--- src/rtl/rv32i_instr_encoder_if.sv ---
// Request/write-port bundle between a program loader and the RV32I instruction encoder.
// master drives field requests and program control; slave returns handshake, imem writes and status.
interface rv32i_instr_encoder_if #(
   parameter int ADDR_W = 6
);
   logic              start;
   logic              finish;
   logic              in_valid;
   logic              in_ready;
   logic [1:0]        kind;
   logic [4:0]        rd;
   logic [4:0]        rs1;
   logic [4:0]        rs2;
   logic [2:0]        func3;
   logic              func7_5;
   logic [31:0]       imm;
   logic              imem_we;
   logic [ADDR_W-1:0] imem_addr;
   logic [31:0]       imem_wdata;
   logic [ADDR_W:0]   count;
   logic              err;
   logic              done;

   modport master (
      output start, finish, in_valid, kind, rd, rs1, rs2, func3, func7_5, imm,
      input  in_ready, imem_we, imem_addr, imem_wdata, count, err, done
   );

   modport slave (
      input  start, finish, in_valid, kind, rd, rs1, rs2, func3, func7_5, imm,
      output in_ready, imem_we, imem_addr, imem_wdata, count, err, done
   );
endinterface

--- src/rtl/rv32i_instr_encoder.sv ---
// Encodes load / R-type / branch / I-ALU field requests into RV32I words and writes them
// sequentially into instruction memory; illegal immediates are rejected with a sticky error.
module rv32i_instr_encoder #(
   parameter int ADDR_W = 6,
   parameter int DEPTH  = 64
) (
   input  logic                 clk,
   input  logic                 rst_n,
   rv32i_instr_encoder_if.slave bus
);
   typedef enum logic [1:0] {
      ST_IDLE = 2'd0,
      ST_RUN  = 2'd1,
      ST_DONE = 2'd2
   } state_t;

   localparam logic [ADDR_W:0] DEPTH_C = (ADDR_W + 1)'(DEPTH);
   localparam logic [6:0] OP_LOAD = 7'b0000011;
   localparam logic [6:0] OP_R    = 7'b0110011;
   localparam logic [6:0] OP_BR   = 7'b1100011;
   localparam logic [6:0] OP_IALU = 7'b0010011;

   state_t            state_r, state_n;
   logic [ADDR_W-1:0] ptr_r;
   logic [ADDR_W:0]   count_r;
   logic              err_r;
   logic              we_r;
   logic              done_r;
   logic [ADDR_W-1:0] addr_r;
   logic [31:0]       wdata_r;

   logic              ready_s;
   logic              accept_s;
   logic              shift_s;
   logic              last_s;
   logic              legal_s;
   logic [31:0]       enc_s;
   logic signed [31:0] simm_s;

   // finish wins over a concurrent request, so it is folded into ready
   assign ready_s  = (state_r == ST_RUN) && (count_r < DEPTH_C) && !bus.finish;
   assign accept_s = bus.in_valid && ready_s;
   assign simm_s   = $signed(bus.imm);
   assign shift_s  = (bus.func3[1:0] == 2'b01);
   assign last_s   = ((count_r + (ADDR_W + 1)'(1'b1)) == DEPTH_C);

   // Instruction word assembly and immediate legality per opcode class
   always_comb begin
      enc_s   = 32'h0000_0000;
      legal_s = 1'b0;
      case (bus.kind)
         2'b00: begin
            enc_s   = {bus.imm[11:0], bus.rs1, bus.func3, bus.rd, OP_LOAD};
            legal_s = (simm_s >= -32'sd2048) && (simm_s <= 32'sd2047);
         end
         2'b01: begin
            enc_s   = {1'b0, bus.func7_5, 5'b00000, bus.rs2, bus.rs1, bus.func3, bus.rd, OP_R};
            legal_s = 1'b1;
         end
         2'b10: begin
            enc_s   = {bus.imm[12], bus.imm[10:5], bus.rs2, bus.rs1, bus.func3,
                       bus.imm[4:1], bus.imm[11], OP_BR};
            legal_s = (simm_s >= -32'sd4096) && (simm_s <= 32'sd4094) && !bus.imm[0];
         end
         2'b11: begin
            if (shift_s) begin
               enc_s   = {1'b0, bus.func7_5, 5'b00000, bus.imm[4:0], bus.rs1, bus.func3,
                          bus.rd, OP_IALU};
               // SLLI has no arithmetic variant, so bit 30 must stay clear
               legal_s = (bus.imm[31:5] == 27'd0) && !(!bus.func3[2] && bus.func7_5);
            end else begin
               enc_s   = {bus.imm[11:0], bus.rs1, bus.func3, bus.rd, OP_IALU};
               legal_s = (simm_s >= -32'sd2048) && (simm_s <= 32'sd2047);
            end
         end
         default: begin
            enc_s   = 32'h0000_0000;
            legal_s = 1'b0;
         end
      endcase
   end

   // Program state register
   always_ff @(posedge clk or negedge rst_n) begin
      if (!rst_n) begin
         state_r <= ST_IDLE;
      end else begin
         state_r <= state_n;
      end
   end

   // Next-state logic; start is ignored while a program is running
   always_comb begin
      state_n = state_r;
      case (state_r)
         ST_IDLE: begin
            if (bus.start) state_n = ST_RUN;
            else           state_n = ST_IDLE;
         end
         ST_RUN: begin
            if (bus.finish || (accept_s && legal_s && last_s)) state_n = ST_DONE;
            else                                               state_n = ST_RUN;
         end
         ST_DONE: begin
            if (bus.start) state_n = ST_RUN;
            else           state_n = ST_DONE;
         end
         default: state_n = ST_IDLE;
      endcase
   end

   // Write port, pointer/count and sticky error
   always_ff @(posedge clk or negedge rst_n) begin
      if (!rst_n) begin
         ptr_r   <= '0;
         count_r <= '0;
         err_r   <= 1'b0;
         we_r    <= 1'b0;
         done_r  <= 1'b0;
         addr_r  <= '0;
         wdata_r <= 32'h0000_0000;
      end else begin
         we_r   <= 1'b0;
         done_r <= (state_n == ST_DONE);
         if ((state_r != ST_RUN) && (state_n == ST_RUN)) begin
            ptr_r   <= '0;
            count_r <= '0;
            err_r   <= 1'b0;
         end else if (accept_s) begin
            if (legal_s) begin
               we_r    <= 1'b1;
               addr_r  <= ptr_r;
               wdata_r <= enc_s;
               ptr_r   <= ptr_r + ADDR_W'(1'b1);
               count_r <= count_r + (ADDR_W + 1)'(1'b1);
            end else begin
               err_r <= 1'b1;
            end
         end
      end
   end

   assign bus.in_ready   = ready_s;
   assign bus.imem_we    = we_r;
   assign bus.imem_addr  = addr_r;
   assign bus.imem_wdata = wdata_r;
   assign bus.count      = count_r;
   assign bus.err        = err_r;
   assign bus.done       = done_r;
endmodule

--- src/flat_wrapper.sv ---
// flat-port wrapper written by rule: the top's interface ports become plain ports
module rv32i_instr_encoder_flat 
#(
   parameter int ADDR_W = 6,
   parameter int DEPTH  = 64
)
  (clk, rst_n, bus_start, bus_finish, bus_in_valid, bus_kind, bus_rd, bus_rs1, bus_rs2, bus_func3, bus_func7_5, bus_imm, bus_in_ready, bus_imem_we, bus_imem_addr, bus_imem_wdata, bus_count, bus_err, bus_done);
  rv32i_instr_encoder_if #(.ADDR_W(ADDR_W)) bus_i ();
  input  logic clk;
  input  logic rst_n;
  input wire logic [$bits(bus_i.start)-1:0] bus_start;
  input wire logic [$bits(bus_i.finish)-1:0] bus_finish;
  input wire logic [$bits(bus_i.in_valid)-1:0] bus_in_valid;
  input wire logic [$bits(bus_i.kind)-1:0] bus_kind;
  input wire logic [$bits(bus_i.rd)-1:0] bus_rd;
  input wire logic [$bits(bus_i.rs1)-1:0] bus_rs1;
  input wire logic [$bits(bus_i.rs2)-1:0] bus_rs2;
  input wire logic [$bits(bus_i.func3)-1:0] bus_func3;
  input wire logic [$bits(bus_i.func7_5)-1:0] bus_func7_5;
  input wire logic [$bits(bus_i.imm)-1:0] bus_imm;
  output wire logic [$bits(bus_i.in_ready)-1:0] bus_in_ready;
  output wire logic [$bits(bus_i.imem_we)-1:0] bus_imem_we;
  output wire logic [$bits(bus_i.imem_addr)-1:0] bus_imem_addr;
  output wire logic [$bits(bus_i.imem_wdata)-1:0] bus_imem_wdata;
  output wire logic [$bits(bus_i.count)-1:0] bus_count;
  output wire logic [$bits(bus_i.err)-1:0] bus_err;
  output wire logic [$bits(bus_i.done)-1:0] bus_done;
  assign bus_i.start = bus_start;
  assign bus_i.finish = bus_finish;
  assign bus_i.in_valid = bus_in_valid;
  assign bus_i.kind = bus_kind;
  assign bus_i.rd = bus_rd;
  assign bus_i.rs1 = bus_rs1;
  assign bus_i.rs2 = bus_rs2;
  assign bus_i.func3 = bus_func3;
  assign bus_i.func7_5 = bus_func7_5;
  assign bus_i.imm = bus_imm;
  assign bus_in_ready = bus_i.in_ready;
  assign bus_imem_we = bus_i.imem_we;
  assign bus_imem_addr = bus_i.imem_addr;
  assign bus_imem_wdata = bus_i.imem_wdata;
  assign bus_count = bus_i.count;
  assign bus_err = bus_i.err;
  assign bus_done = bus_i.done;
  rv32i_instr_encoder #(.ADDR_W(ADDR_W), .DEPTH(DEPTH)) u_core (.clk(clk), .rst_n(rst_n), .bus(bus_i));
endmodule
--- config.mk ---
export PLATFORM = sky130hd
export DESIGN_NAME = rv32i_instr_encoder_flat
export DESIGN_NICKNAME = d
export VERILOG_FILES = /design/src/rtl/rv32i_instr_encoder_if.sv /design/src/rtl/rv32i_instr_encoder.sv /design/src/flat_wrapper.sv
export SDC_FILE = /design/constraint.sdc
export NUM_CORES = 1
export LEC_CHECK = 0
export CAP_MARGIN = 0
export CORE_MARGIN = 2
export CORE_UTILIZATION = 50
export CTS_BUF_LIST = sky130_fd_sc_hd__clkbuf_8
export CTS_CLUSTER_DIAMETER = 150
export CTS_CLUSTER_SIZE = 30
export DETAILED_ROUTE_END_ITERATION = 12
export DONT_BUFFER_PORTS = 1
export PLACE_DENSITY = 0.68
export SETUP_SLACK_MARGIN = 0.5
export SYNTH_ARGS = -nofsm -noshare
export SYNTH_HDL_FRONTEND = slang
export SYNTH_SLANG_ARGS = --single-unit
export TNS_END_PERCENT = 5
--- constraint.sdc ---
create_clock -name clk -period 3.16 [get_ports clk]
set_input_delay 0.632 -clock clk [delete_from_list [all_inputs] [get_ports clk]]
set_output_delay 0.632 -clock clk [all_outputs]
set_load 0.01 [all_outputs]
Word-level counts from Yosys, hierarchy flattened
Cells that the tools add are included.
{"block": "op_classes", "n_addsub": 2, "mul": 0, "eq_ne": 11, "n_lt_le_gt_ge": 5, "muxes": 20, "shift": 0, "n_reduce_logical": 24, "n_div": 0, "n_bitwise": 1}
{"op": "one-hot mux 32 bit (4 select lines)", "count": 1}
{"op": "greater-or-equal comparator 32 x 12 -> 1 bit (second input constant)", "count": 1}
{"op": "greater-or-equal comparator 32 x 13 -> 1 bit (second input constant)", "count": 1}
{"op": "<= comparator 32 x 12 -> 1 bit (second input constant)", "count": 1}
{"op": "<= comparator 32 x 13 -> 1 bit (second input constant)", "count": 1}
{"op": "two-way mux 32 bit", "count": 1}
{"op": "logical NOT 27 bit", "count": 1}
{"op": "two-way mux 7 bit", "count": 3}
{"op": "two-way mux 6 bit", "count": 3}
{"op": "logical AND 1 bit", "count": 11}
{"op": "equality test 2 x 1 -> 1 bit (second input constant)", "count": 4}
{"op": "equality test 2 bit (second input constant)", "count": 4}
{"op": "two-way mux 1 bit", "count": 8}
{"op": "adder 7 x 1 -> 7 bit (second input constant)", "count": 1}
{"op": "equality test 7 bit (second input constant)", "count": 1}
{"op": "< comparator 7 bit (second input constant)", "count": 1}
{"op": "adder 6 x 1 -> 6 bit (second input constant)", "count": 1}
{"op": "one-hot mux 2 bit (3 select lines)", "count": 1}
{"op": "logical NOT 1 bit", "count": 4}
{"op": "logical NOT 2 bit", "count": 2}
{"op": "two-way mux 2 bit", "count": 2}
{"op": "one-hot mux 1 bit (4 select lines)", "count": 1}
{"op": "AND reduction 2 bit", "count": 2}
{"op": "nonzero test 2 bit", "count": 2}
{"op": "5 further kinds", "count": 5}
{"block": "totals", "rom_bits": 0, "ramBits": 0, "ff_bits": 56, "latchBits": 0, "elab_cells": 71, "in_bits": 58, "mem_count": 0}

Longest topological paths before layout
{"block": "logic_depth", "ltp_word": 15, "mapped_depth": 11, "depth_no_buf": 9}

Least setup slack after synthesis
Ideal clock, no wire load.
{"block": "synth_timing", "path_kind": "input-to-reg", "from": "input bus_imm[25]", "to": "register u_core.wdata_r[15], in the netlist u_core.bus.imem_wdata[15]", "required_time_ns": 3.033, "setup_ns": 0.127, "path_slack_ns": 0.538, "n_path_buf": 1, "arrival_ns": 2.495, "cell_stages": 8, "path_cell_list": "or4_1 -> nor2_1 -> a31oi_1 -> a211oi_4 -> nor2_2 -> inv_2 -> buf_6 -> mux2_1"}
{"block": "synth_via", "elab_chain_len": 13}
{"item": "start, declared", "line": "flat_wrapper.sv:20", "source": "input wire logic [$bits(bus_i.imm)-1:0] bus_imm;"}
{"item": "greater-or-equal comparator 32 x 12 -> 1 bit, or another cell as far along", "line": "rv32i_instr_encoder.sv:54, rv32i_instr_encoder.sv:73"}
{"item": "logical AND 1 bit (on tied branches)"}
{"item": "two-way mux 1 bit / logical AND 1 bit (equally long branches)", "line": "rv32i_instr_encoder.sv:66, rv32i_instr_encoder.sv:63"}
{"item": "one-hot mux 1 bit (4 select lines) (*)", "line": "rv32i_instr_encoder.sv:51", "source": "case (bus.kind)"}
{"item": "logical AND 1 bit (2 in a row)", "line": "rv32i_instr_encoder.sv:101", "source": "if (bus.finish || (accept_s && legal_s && last_s)) state_n = ST_DONE;"}
{"item": "logical OR 1 bit", "line": "rv32i_instr_encoder.sv:101"}
{"item": "two-way mux 2 bit", "line": "rv32i_instr_encoder.sv:101"}
{"item": "one-hot mux 2 bit (3 select lines)", "line": "rv32i_instr_encoder.sv:95", "source": "case (state_r)"}
{"item": "equality test 2 x 1 -> 1 bit", "line": "rv32i_instr_encoder.sv:125", "source": "if ((state_r != ST_RUN) && (state_n == ST_RUN)) begin"}
{"item": "logical AND 1 bit", "line": "rv32i_instr_encoder.sv:125"}
{"item": "inverter 1 bit (no source line)"}
{"item": "AND reduction 3 bit (no source line) (*)"}
{"item": "end signal, assigned", "line": "rv32i_instr_encoder.sv:133", "source": "wdata_r <= enc_s;"}
{"item": "end, declared", "line": "rv32i_instr_encoder.sv:30", "source": "logic [31:0] wdata_r;"}
Mark *: on every way between the ends. The rest lies on a longest branch, timed or not.
A chain may end at the register's enable or synchronous reset.

Final worst setup path
{"block": "layout_timing", "from": "input bus_kind[0]", "to": "register u_core.done_r, in the netlist u_core.bus.done"}
{"block": "layout_via", "elab_chain_len": 8}
{"item": "start, declared", "line": "flat_wrapper.sv:14", "source": "input wire logic [$bits(bus_i.kind)-1:0] bus_kind;"}
{"item": "equality test 2 bit, or another cell as far along", "line": "rv32i_instr_encoder.sv:51"}
{"item": "one-hot mux 1 bit (4 select lines) (*)", "line": "rv32i_instr_encoder.sv:51"}
{"item": "logical AND 1 bit (*) (2 in a row)", "line": "rv32i_instr_encoder.sv:101"}
{"item": "logical OR 1 bit (*)", "line": "rv32i_instr_encoder.sv:101"}
{"item": "two-way mux 2 bit (*)", "line": "rv32i_instr_encoder.sv:101"}
{"item": "one-hot mux 2 bit (3 select lines) (*)", "line": "rv32i_instr_encoder.sv:95"}
{"item": "equality test 2 bit (*)", "line": "rv32i_instr_encoder.sv:124", "source": "done_r <= (state_n == ST_DONE);"}
{"item": "end signal, assigned", "line": "rv32i_instr_encoder.sv:124"}
{"item": "end, declared", "line": "rv32i_instr_encoder.sv:28", "source": "logic done_r;"}
Marked as above.

==> results.sh <==
export IMPL_gr_usage_all_layers_pct=20.9
export IMPL_route_detailed_vias_per_inst=6.05
export IMPL_vdd_drop_max_v=0.000475
export IMPL_remaining_number_of_nets_flagged_by_the_antenna_check_after_routing=0
export IMPL_dp_hpwl_um=4360
export IMPL_cts_tree="yes"
export IMPL_clock_latency_ns=0.30
export IMPL_gr_usage_met1_pct=26.4
export IMPL_port_buffer_count=0
export IMPL_yosysWarningCount=0
export IMPL_nets=315
export IMPL_ctsRootBufferMaster="sky130_fd_sc_hd__clkbuf_8"
export IMPL_utilization_after_layout_pct=55.1
export IMPL_cap_violations=0
export IMPL_grt_pass1_vias=2043
export IMPL_netSwitchingPower_mw=0.495
export IMPL_synth_lib_cells_used_distinct=50
export IMPL_clock_path_buffers=2
export IMPL_ys_seq_area_share_pct=48.0
export IMPL_fin_worst_skew_ns=0.00398
export IMPL_drive_gt1_share_pct=13.1
export IMPL_critical_path_class="in2reg"
export IMPL_gp_routability_congestion=0.732
export IMPL_detailroute_via_count=1953
export IMPL_p_clk_share_pct=28.3
export IMPL_antenna_found_initial=0
export IMPL_seq_power_share_pct=58.4
export IMPL_pin_count_of_the_biggest_net_entering_global_routing=31
export IMPL_timing_worst_slew_pin_value_ns=0.638
export IMPL_slew_violations=0
export IMPL_top_fanout_value_on_the_critical_path=17
export IMPL_avgSynthCellArea_um2=11.2
export IMPL_timing_critical_path_from_type="primary input"
export IMPL_worst_slew_margin_rel_pct=57.5
export IMPL_cts_htree_levels=2
export IMPL_gr_total_overflow=0
export IMPL_first_pass_iters=4
export IMPL_p_sw_share_pct=29.4
export IMPL_num_antenna_cells=0
export IMPL_clock_edge_transition_at_the_registers_on_the_reported_setup_and_hold_paths_ns=0.10
export IMPL_p_leak_nw=1.44
export IMPL_hold_viol=0
export IMPL_grt_use_met2_pct=32.8
export IMPL_p_per_area_nw_per_um2=567
export IMPL_finalSetupTns_ns=0
export IMPL_setup_worst_path_end_class="flip-flop"
export IMPL_synth_enable_flop_cells=0
export IMPL_route_detailed_wl_per_inst_um=18.5
export IMPL_num_fill_cells=481
export IMPL_detailedRoute_firstIterationViolations=86
export IMPL_register_area_um2=1330
export IMPL_max_freq_ghz=0.415
export IMPL_grt_most_used_layer="met2"
export IMPL_grt_setup_unrepaired="no"
export IMPL_die_w_um=78.4
export IMPL_cts_inserted_buffers=5
export IMPL_outcome="completed"
export IMPL_syn_area_um2=2760
export IMPL_groute_layer_met3_usage_pct=8.16
export IMPL_design_portCount=107
export IMPL_die_area_um2=6140
export IMPL_yosys_register_bits=53
export IMPL_cp_required_ns=3.35
export IMPL_clock_sinks=53
export IMPL_die_height_um=78.4
export IMPL_power_share_combinational_pct=13.3
export IMPL_drt_total_wl_um=5960
export IMPL_synthToLayoutAreaGrowth_pct=7.70
export IMPL_min_period_ns=2.41
export IMPL_timing_hold_worst_class="in2async"
export IMPL_arrival_ns=2.60
export IMPL_placementRows=27
export IMPL_post_synth_arst_share_pct=100
export IMPL_floorplan_initialDensity_pct=51.1
export IMPL_whs_ns=0.129
export IMPL_post_synth_top_flop="sky130_fd_sc_hd__dfrtp_1"
export IMPL_timing_final_setup_violations=0
export IMPL_portion_of_the_clock_cycle_consumed_by_the_worst_path_in_the_final_layout_pct=76.2
export IMPL_route_detailed_drc=0
export IMPL_netlist_instances=246
export IMPL_power_internal_mw=1.19
export IMPL_grt_pass1_wl_um=10100
export IMPL_multi_input_area_um2=1340
export IMPL_placeableCoreArea_um2=5410
[kinds of logic (layout without fill, tap and decap cells)]
family / after synthesis / count (layout) / share of synthesized area (%)
other: 1 / 2 / 0.136
AOI/OAI and AO/OA: 50 / 50 / 13.5
xor gates and xnor gates: 2 / 2 / 0.634
adders and majority gates: 7 / 7 / 3.17
muxes: 36 / 36 / 15.1
buffers and inverters: 17 / 21 / 3.80
and+or+nand+nor: 80 / 80 / 15.7
DFF: 53 / 53 / 48.0
[final timing paths]
kind                       slack (ns)                        end                start  cells after the start
hold / removal                   0.13            u_core.ptr_r[0]                rst_n                      1
min in group clk                 0.46  u_core.bus.imem_wdata[19]           bus_rs1[4]                      1
setup / recovery                 0.75            u_core.bus.done          bus_kind[0]                      9
hold reg to reg                  0.52            u_core.ptr_r[4]      u_core.ptr_r[4]                      1
max in group asynchronous        2.86  u_core.bus.imem_wdata[20]                rst_n                      1
setup reg to reg                 0.91  u_core.bus.imem_wdata[25]  u_core.bus.count[6]                      6
[power groups by stage]
stage          clock, mW  combinational (mW)  sequential [mW]
2_1_floorplan          0               0.188            0.963
3_3_place_gp           0               0.198            0.998
3_5_place_dp           0               0.209             1.00
4_1_cts            0.495               0.220            0.989
5_1_grt            0.515               0.258             1.01
6_report           0.478               0.224            0.984
[flip-flops by register name, indices dropped and copies added (netlist names)]
signal	flops
u_core.bus.imem_wdata	29
u_core.bus.count	7
u_core.bus.imem_addr	6
u_core.ptr_r	6
u_core.state_r	2
u_core.bus.done	1
u_core.bus.err	1
u_core.bus.imem_we	1
[layer usage]
| layer | vias up | share of wire [%] |
|---|---|---|
| met5 | - | 0 |
| met2 | 73 | 48 |
| met3 | 10 | 9.5 |
| met4 | 0 | 2.1 |
| li1 | 908 | - |
| met1 | 962 | 41 |
[critical path: stages]
cell and delay, ns:
sky130_fd_sc_hd__inv_1 0.04, sky130_fd_sc_hd__ha_1 0.27, sky130_fd_sc_hd__nor3b_1 0.17, sky130_fd_sc_hd__a41o_1 0.21
sky130_fd_sc_hd__a31oi_1 0.33, sky130_fd_sc_hd__a211oi_4 0.12, sky130_fd_sc_hd__buf_4 0.21, sky130_fd_sc_hd__o2111a_1 0.29
sky130_fd_sc_hd__a311o_1 0.32
[layout make-up]
cell class / count / share of cell area, %
timing repair buffer: 8 / 2.86
clock buffer: 6 / 2.77
sequential: 53 / 44.6
clock inverter: 2 / 1.26
multi-input combinational: 177 / 44.9
tap: 72 / 3.03
inverter: 5 / 0.631
[Yosys cell counts, drive strengths merged, types with 2 or more instances]
cell type / instances / area share, %
nor2: 12 / 1.7
buf: 7 / 2.4
o2111ai: 2 / 0.63
nor2b: 8 / 1.8
o21ai: 12 / 2.2
inv: 5 / 0.68
a31o: 2 / 0.63
mux2i: 8 / 2.9
a21oi: 10 / 1.8
clkbuf: 5 / 0.68
nor3: 11 / 2.0
or3: 2 / 0.45
nor4: 4 / 0.91
dfrtp: 53 / 48
a22oi: 5 / 1.4
mux2: 28 / 12
nand3: 4 / 0.72
a22o: 7 / 2.2
and3: 2 / 0.45
a311o: 2 / 0.72
a211oi: 2 / 1.4
or4: 2 / 0.54
ha: 7 / 3.2
nand2: 16 / 2.2
nand2b: 6 / 1.4
nand4: 6 / 1.4
[metrics by stage]
stage	total power [mW]	area, µm²	cells	setup WS, ns
CTS	1.70	2960	322	0.757
finish	1.69	2980	323	0.752
global route	1.78	2980	323	0.605
floorplan	1.15	2770	247	0.538
detailed placement	1.21	2820	313	0.431
global placement	1.20	2820	313	0.437
[cell usage in the layout, fill, tap and decap left out, types with 2 or more instances in the layout]
master and instances:
sky130_fd_sc_hd__dfrtp_1 53, sky130_fd_sc_hd__mux2_1 18, sky130_fd_sc_hd__nand2_1 16, sky130_fd_sc_hd__nor2_1 11, sky130_fd_sc_hd__nor3_1 11, sky130_fd_sc_hd__a21oi_1 10, sky130_fd_sc_hd__o21ai_0 9, sky130_fd_sc_hd__mux2i_1 8
sky130_fd_sc_hd__nor2b_1 8, sky130_fd_sc_hd__a22o_1 7, sky130_fd_sc_hd__ha_1 7, sky130_fd_sc_hd__nand4_1 6, sky130_fd_sc_hd__nand2b_1 6, sky130_fd_sc_hd__mux2_4 6, sky130_fd_sc_hd__clkbuf_8 6, sky130_fd_sc_hd__buf_4 6
sky130_fd_sc_hd__a22oi_1 5, sky130_fd_sc_hd__inv_1 4, sky130_fd_sc_hd__nor4_1 4, sky130_fd_sc_hd__nand3_1 4, sky130_fd_sc_hd__mux2_2 4, sky130_fd_sc_hd__o21ai_1 3, sky130_fd_sc_hd__and3_1 2, sky130_fd_sc_hd__or4_1 2
sky130_fd_sc_hd__a211oi_4 2, sky130_fd_sc_hd__a311o_1 2, sky130_fd_sc_hd__or3_1 2, sky130_fd_sc_hd__a31o_2 2, sky130_fd_sc_hd__o2111ai_1 2, sky130_fd_sc_hd__conb_1 2, sky130_fd_sc_hd__buf_12 2
[repair_timing]
item                                   in CTS  in global routing
hold buffers                                1                  1
setup buffers                               0                  0
gates resized for setup                     0                  0
endpoints found under the hold margin      30                 23
(Power assumes the default switching activity.)
